==> config.mk <==
export PLATFORM = sky130hd
export DESIGN_NAME = onehot_decoder_seq
export DESIGN_NICKNAME = d
export VERILOG_FILES = /design/src/rtl/decoder_pkg.sv /design/src/rtl/dwell_timer.sv /design/src/rtl/onehot_decoder_seq.sv
export SDC_FILE = /design/constraint.sdc
export NUM_CORES = 1
export LEC_CHECK = 0
export CORE_ASPECT_RATIO = 1.4
export CORE_MARGIN = 5
export CORE_UTILIZATION = 42
export DETAILED_ROUTE_END_ITERATION = 12
export GPL_TIMING_DRIVEN = 1
export MAX_ROUTING_LAYER = met4
export PLACE_DENSITY = 0.67
export SYNTH_ARGS = -nofsm -noshare
export SYNTH_HDL_FRONTEND = slang
export SYNTH_SLANG_ARGS = --single-unit
==> constraint.sdc <==
create_clock -name clk -period 4.2 [get_ports clk]
set_clock_uncertainty 0.2 [all_clocks]
set_input_delay 0.63 -clock clk [delete_from_list [all_inputs] [get_ports clk]]
set_output_delay 0.63 -clock clk [all_outputs]
set_load 0.01 [all_outputs]
==> src/rtl/decoder_pkg.sv <==
// Shared definitions for the one-hot decoder family.
//   - mode encodings for the 2-bit mode input
//   - onehot(): binary index (up to 6 bits) to a 64-bit one-hot vector;
//     callers truncate the result to their own output width.
package decoder_pkg;

  localparam logic [1:0] MODE_DIRECT = 2'b00;
  localparam logic [1:0] MODE_UP     = 2'b01;
  localparam logic [1:0] MODE_DOWN   = 2'b10;
  localparam logic [1:0] MODE_HOLD   = 2'b11;

  // Widest supported index is 6 bits, so 64 output lines.
  function automatic logic [63:0] onehot(input logic [5:0] i);
    onehot = 64'd1 << i;
  endfunction

endpackage

==> src/rtl/dwell_timer.sv <==
// Dwell counter for the scan modes.
// Ports:
//   clk, rst_n : clock, synchronous active-low reset
//   en         : count this cycle (scan active)
//   clr        : treat the counter as zero this cycle (mode switch / direct)
//   dwell      : step threshold; step fires when the counter >= dwell
//   step       : combinational step request for this cycle
//   cnt        : current counter value
module dwell_timer #(
  parameter int DWELL_W = 8
) (
  input  logic               clk,
  input  logic               rst_n,
  input  logic               en,
  input  logic               clr,
  input  logic [DWELL_W-1:0] dwell,
  output logic               step,
  output logic [DWELL_W-1:0] cnt
);

  logic [DWELL_W-1:0] cnt_r;
  logic [DWELL_W-1:0] cnt_eff;

  assign cnt = cnt_r;

  // Effective count honours a same-cycle clear; >= lets a shrunken dwell force a step.
  always_comb begin
    cnt_eff = {DWELL_W{1'b0}};
    if (clr) begin
      cnt_eff = {DWELL_W{1'b0}};
    end else begin
      cnt_eff = cnt_r;
    end
    step = en && (cnt_eff >= dwell);
  end

  // Counter register: restarts on a step, holds while not counting.
  always_ff @(posedge clk) begin
    if (!rst_n) begin
      cnt_r <= {DWELL_W{1'b0}};
    end else if (en) begin
      if (step) begin
        cnt_r <= {DWELL_W{1'b0}};
      end else begin
        // cnt_eff < dwell here, so the increment cannot overflow.
        cnt_r <= cnt_eff + DWELL_W'(1);
      end
    end else if (clr) begin
      cnt_r <= {DWELL_W{1'b0}};
    end else begin
      cnt_r <= cnt_r;
    end
  end

endmodule

==> src/rtl/onehot_decoder_seq.sv <==
// Registered N-to-2^N one-hot decoder with direct, scan-up, scan-down and
// hold modes.
// Ports:
//   clk, rst_n : clock, synchronous active-low reset
//   en         : block enable (0 blanks the output, freezes idx and dwell count)
//   mode       : 00 direct, 01 scan-up, 10 scan-down, 11 hold
//   sel        : index decoded in direct mode
//   dwell      : extra cycles per scan step
//   out        : registered one-hot output, zero when not valid
//   idx        : registered binary index of the active line
//   valid      : out carries a live one-hot value
//   wrap       : one-cycle pulse when a scan wraps around the ends
module onehot_decoder_seq
  import decoder_pkg::*;
#(
  parameter  int SEL_W   = 4,
  parameter  int DWELL_W = 8,
  localparam int OUT_W   = 1 << SEL_W
) (
  input  logic               clk,
  input  logic               rst_n,
  input  logic               en,
  input  logic [1:0]         mode,
  input  logic [SEL_W-1:0]   sel,
  input  logic [DWELL_W-1:0] dwell,
  output logic [OUT_W-1:0]   out,
  output logic [SEL_W-1:0]   idx,
  output logic               valid,
  output logic               wrap
);

  logic [OUT_W-1:0] out_r, out_nxt;
  logic [SEL_W-1:0] idx_r, idx_nxt;
  logic             valid_r, valid_nxt;
  logic             wrap_r, wrap_nxt;
  logic [1:0]       mode_prev_r;
  logic             mode_chg;
  logic             scan_on;
  logic             tmr_clr;
  logic             step;
  logic [DWELL_W-1:0] cnt;

  assign out   = out_r;
  assign idx   = idx_r;
  assign valid = valid_r;
  assign wrap  = wrap_r;

  // Timer control: count only while scanning; clear on direct or on a mode switch.
  always_comb begin
    mode_chg = (mode != mode_prev_r);
    scan_on  = en && ((mode == MODE_UP) || (mode == MODE_DOWN));
    if (en) begin
      tmr_clr = (mode == MODE_DIRECT) || mode_chg;
    end else begin
      tmr_clr = 1'b0;
    end
  end

  dwell_timer #(.DWELL_W(DWELL_W)) u_timer (
    .clk   (clk),
    .rst_n (rst_n),
    .en    (scan_on),
    .clr   (tmr_clr),
    .dwell (dwell),
    .step  (step),
    .cnt   (cnt)
  );

  // Next-state decode of index, output vector, valid and wrap.
  always_comb begin
    idx_nxt   = idx_r;
    out_nxt   = out_r;
    valid_nxt = valid_r;
    wrap_nxt  = 1'b0;
    if (!en) begin
      out_nxt   = {OUT_W{1'b0}};
      valid_nxt = 1'b0;
    end else begin
      case (mode)
        MODE_DIRECT: begin
          idx_nxt   = sel;
          valid_nxt = 1'b1;
          out_nxt   = OUT_W'(onehot(6'(sel)));
        end
        MODE_UP: begin
          valid_nxt = 1'b1;
          if (step) begin
            idx_nxt  = idx_r + SEL_W'(1);
            wrap_nxt = (idx_r == {SEL_W{1'b1}});
          end else begin
            idx_nxt  = idx_r;
          end
          out_nxt = OUT_W'(onehot(6'(idx_nxt)));
        end
        MODE_DOWN: begin
          valid_nxt = 1'b1;
          if (step) begin
            idx_nxt  = idx_r - SEL_W'(1);
            wrap_nxt = (idx_r == {SEL_W{1'b0}});
          end else begin
            idx_nxt  = idx_r;
          end
          out_nxt = OUT_W'(onehot(6'(idx_nxt)));
        end
        MODE_HOLD: begin
          idx_nxt   = idx_r;
          out_nxt   = out_r;
          valid_nxt = valid_r;
        end
        default: begin
          idx_nxt   = idx_r;
          out_nxt   = out_r;
          valid_nxt = valid_r;
        end
      endcase
    end
  end

  // Output and mode-history registers; mode history freezes while disabled
  // so that re-enabling in the same mode resumes the scan.
  always_ff @(posedge clk) begin
    if (!rst_n) begin
      out_r       <= {OUT_W{1'b0}};
      idx_r       <= {SEL_W{1'b0}};
      valid_r     <= 1'b0;
      wrap_r      <= 1'b0;
      mode_prev_r <= MODE_DIRECT;
    end else begin
      out_r   <= out_nxt;
      idx_r   <= idx_nxt;
      valid_r <= valid_nxt;
      wrap_r  <= wrap_nxt;
      if (en) begin
        mode_prev_r <= mode;
      end else begin
        mode_prev_r <= mode_prev_r;
      end
    end
  end

endmodule

==> flow_metrics.tcl, run 1 <==
set metrics [dict create \
    cpPeakStageDelay_ns 0.51 \
    routed.top_layer "met4" \
    clock_latency_ns 0.28 \
    hold_buffers 0 \
    fp.dieH_um 90.1 \
    cp_cell_sequence "clkdlybuf4s50_1 -> inv_1 -> ha_1 -> o31ai_1 -> nand2_1 -> ha_1 -> nand2b_1 -> a21oi_1 -> maj3_2 -> o21ai_1 -> mux2i_1 -> nor2_1 -> or3_1 -> a32o_1" \
    area_delta_synth_final_pct 36.1 \
    switching_share_pct 28.4 \
    grt-ovfl-total 0 \
    regToRegEndpoint "out[11]" \
    met1Wirelength_um 2030 \
    clkSinkCount 32 \
    vias_per_cell 5.09 \
    drt_pre_antenna_iters 4 \
    cp_top_family "compound AO/OA/AOI/OAI gates" \
    std_cell_rows 29 \
    antenna_cells 0 \
    p_int_w 0.000491 \
    arrival_ns 3.98 \
    post_cts_buffers 0 \
    start_util_pct 42.8 \
    drt-total-wl_um 4750 \
    report.final.slew_viol_count 0 \
    min_to "valid" \
    drt_iter0_drc 53 \
    worst_pin_slew_ns 0.554 \
    wl_per_cell_um 13.5 \
    grt_pass1_vias 1871 \
    cpMostUsedCell "ha_1" \
    cts.reportedPaths.clkPinSlew_ns 0.07 \
    p_total_w 0.000686 \
    ys_warn_count 0 \
    hold_violations 0 \
    power_frac_seq_pct 46.8 \
    status "finished clean" \
    dp_hpwl_um 3740 \
    ioPinCount 39 \
    place_ws_ns -0.211 \
    rr_worst_depth 12 \
    fin_nets 321 \
    critPathLaunchType "primary input" \
    synth_cell_type_count 47 \
    fin_tns_setup_ns 0 \
    synth_edf_count 0 \
    routabilityCongestion 0.933 \
    cts_tree "done" \
    antenna_found_initial 0 \
    p_leak_nw 1.08 \
    hp-class "register to register" \
    power.switching_w 0.000195 \
    num_vias 1792 \
    p_per_area_nw_per_um2 262 \
    grtUsageTotal_pct 17.8 \
    synth_area_leader_cell "dfxtp_1" \
    avgSynthCellArea_um2 8.33 \
    critical_path.reg2reg.startpoint "mode_prev_r[1]" \
    hp-start "valid" \
    die_x_um 67.2 \
    drc 0 \
    power_frac_comb_pct 18.5 \
    grt_max_degree 17 \
    drive_gt1_share_pct 14.8 \
    met2_length_um 2500 \
    end_kind "register" \
    finalNonFillerCells 352 \
    timing_worst_setup_path_type "primary input to register" \
    synth_ff_type "dfxtp_1" \
    async_reset_ff_share_pct 0 \
    synth_area_leaders "dfxtp_1 33%, ha_1 9.8%, nand2_1 6.0%, a32o_1 4.2%, o21ai_0 3.9%" \
    maxCapViolations 0 \
    hold_path_depth 2 \
    cp_max_fo 8 \
    required_ns 4.18 \
    setup_violations 0 \
    slew_headroom_pct 63.1 \
    cts_resized 0 \
    coreArea_um2 4500 \
    cts_buffer_depth 2 \
    cts_root_buf "clkbuf_8" \
    fmax_mhz 250 \
    grt_pass1_wl_um 8380 \
    peakVddDrop_mv 0.244 \
    cpMaxStageDelayCell "or3_1" \
    htreeDepth 2 \
    dp_cells 344 \
    yosysMostFrequentCell "dfxtp_1" \
    synth_nets 263 \
    syn_inst 231 \
    ys_ff_latch 32 \
    rrSetupSlack_ns 0.79 \
    synth.yosys.seq_area_share_pct 33.3 \
    syn-cell-area_um2 1920 \
    synth_commonest_cells "32 x dfxtp_1, 31 x nand2_1, 16 x inv_1" \
    fin_crit_sh_pct 95.2 \
    cts_buffers 5 \
    clkPwrFrac_pct 34.7 \
    period_minus_slack_ns 4.00 \
    critPathBufInv 2 \
    finalWorstSetupSlack_ns 0.201 \
    io_buffers 38 \
    dieArea_um2 6050 \
    wl_met3_um 164 \
    synth.top_cell.area_share_pct 33.3 \
    drt.antenna.violating_nets 0 \
    rsz0062_at_grt "no" \
]
## logic make-up (layout without fill, tap and decap cells)
group	after synthesis	in the layout	share of synthesized area (%)
muxes	8	8	4.29
xor gates and xnor gates	8	8	3.64
AOI/OAI and AO/OA	49	49	18.8
and+or+nand+nor	90	90	23.7
buffers and inverters	28	87	5.92
DFF	32	32	33.3
adders and majority gates	16	16	10.3
## state kept, by name (all words and copies together) (netlist names)
name / cells
u_timer.cnt: 8
mode_prev_r: 2
out: 16
idx: 4
wrap: 1
valid: 1
## area by class of cell
type	count	area, um^2
sequential	32	641
clock buffer	6	72.6
timing repair buffer	63	568
inverter	16	60.1
clock inverter	2	16.3
multi-input combinational	171	1180
tap	62	77.6
fill	432	1880
## how the worst max path moves through the flow
stage               to  cells past startpoint  slack (ns)  startpoint
4_1_cts        out[11]                     14        0.08     mode[0]
5_1_grt         out[8]                     15       0.007     mode[0]
2_1_floorplan  out[11]                     14        0.28     mode[0]
6_report       out[11]                     14        0.20     mode[0]
3_5_place_dp   out[11]                     14       -0.21     mode[0]
3_3_place_gp   out[11]                     14       -0.15     mode[0]
## per-layer routing
layer	GRT usage, %	vias up
met5	-	-
met4	4.57	0
met3	4.36	8
met2	31.0	34
met1	19.6	823
li1	-	927
## worst min-delay path, stage by stage, from the launching register on
cell and delay [ns]:
dfxtp_1 0.31, inv_1 0.05, a21oi_1 0.05
## through the flow
stage               hold WS, ns  instance area, um^2  util (%)
floorplan                 0.270                 1920         -
global placement          0.235                 2520      55.9
detailed placement        0.246                 2520      55.9
CTS                       0.257                 2610      57.9
global route              0.291                 2620      58.2
finish                    0.251                 2620      58.2
## power by group through the flow
stage | Combinational [W] | Sequential, W | Clock, W
floorplan | 0.0000709 | 0.000326 | 0
global route | 0.000142 | 0.000323 | 0.000260
detailed placement | 0.000126 | 0.000328 | 0
global placement | 0.000124 | 0.000328 | 0
finish | 0.000127 | 0.000321 | 0.000238
CTS | 0.000126 | 0.000321 | 0.000246
## cells in the final DEF (no fill, tap or decap), types with 6 or more instances in the layout
| cell type | synthesis | layout |
|---|---|---|
| and2_1 | 7 | 7 |
| buf_4 | 0 | 25 |
| a32o_1 | 8 | 8 |
| dfxtp_1 | 32 | 32 |
| inv_1 | 16 | 16 |
| a21oi_1 | 7 | 7 |
| clkdlybuf4s50_1 | 0 | 38 |
| nor2_1 | 13 | 13 |
| nand2_1 | 31 | 31 |
| o21ai_0 | 15 | 14 |
| mux2i_1 | 6 | 6 |
| ha_1 | 15 | 15 |
| nand3_1 | 11 | 11 |
No activity file was read; power rests on OpenSTA's default activity.
==> run 2: changes to the inputs <==
--- a/config.mk
+++ b/config.mk
@@ -8,6 +8,7 @@
 export CORE_ASPECT_RATIO = 1.4
 export CORE_MARGIN = 5
 export CORE_UTILIZATION = 42
+export CTS_CLUSTER_SIZE = 20
 export DETAILED_ROUTE_END_ITERATION = 12
 export GPL_TIMING_DRIVEN = 1
 export MAX_ROUTING_LAYER = met4
==> results of run 2 <==
The final DEF is identical to that of run 1; final timing and power are the same.
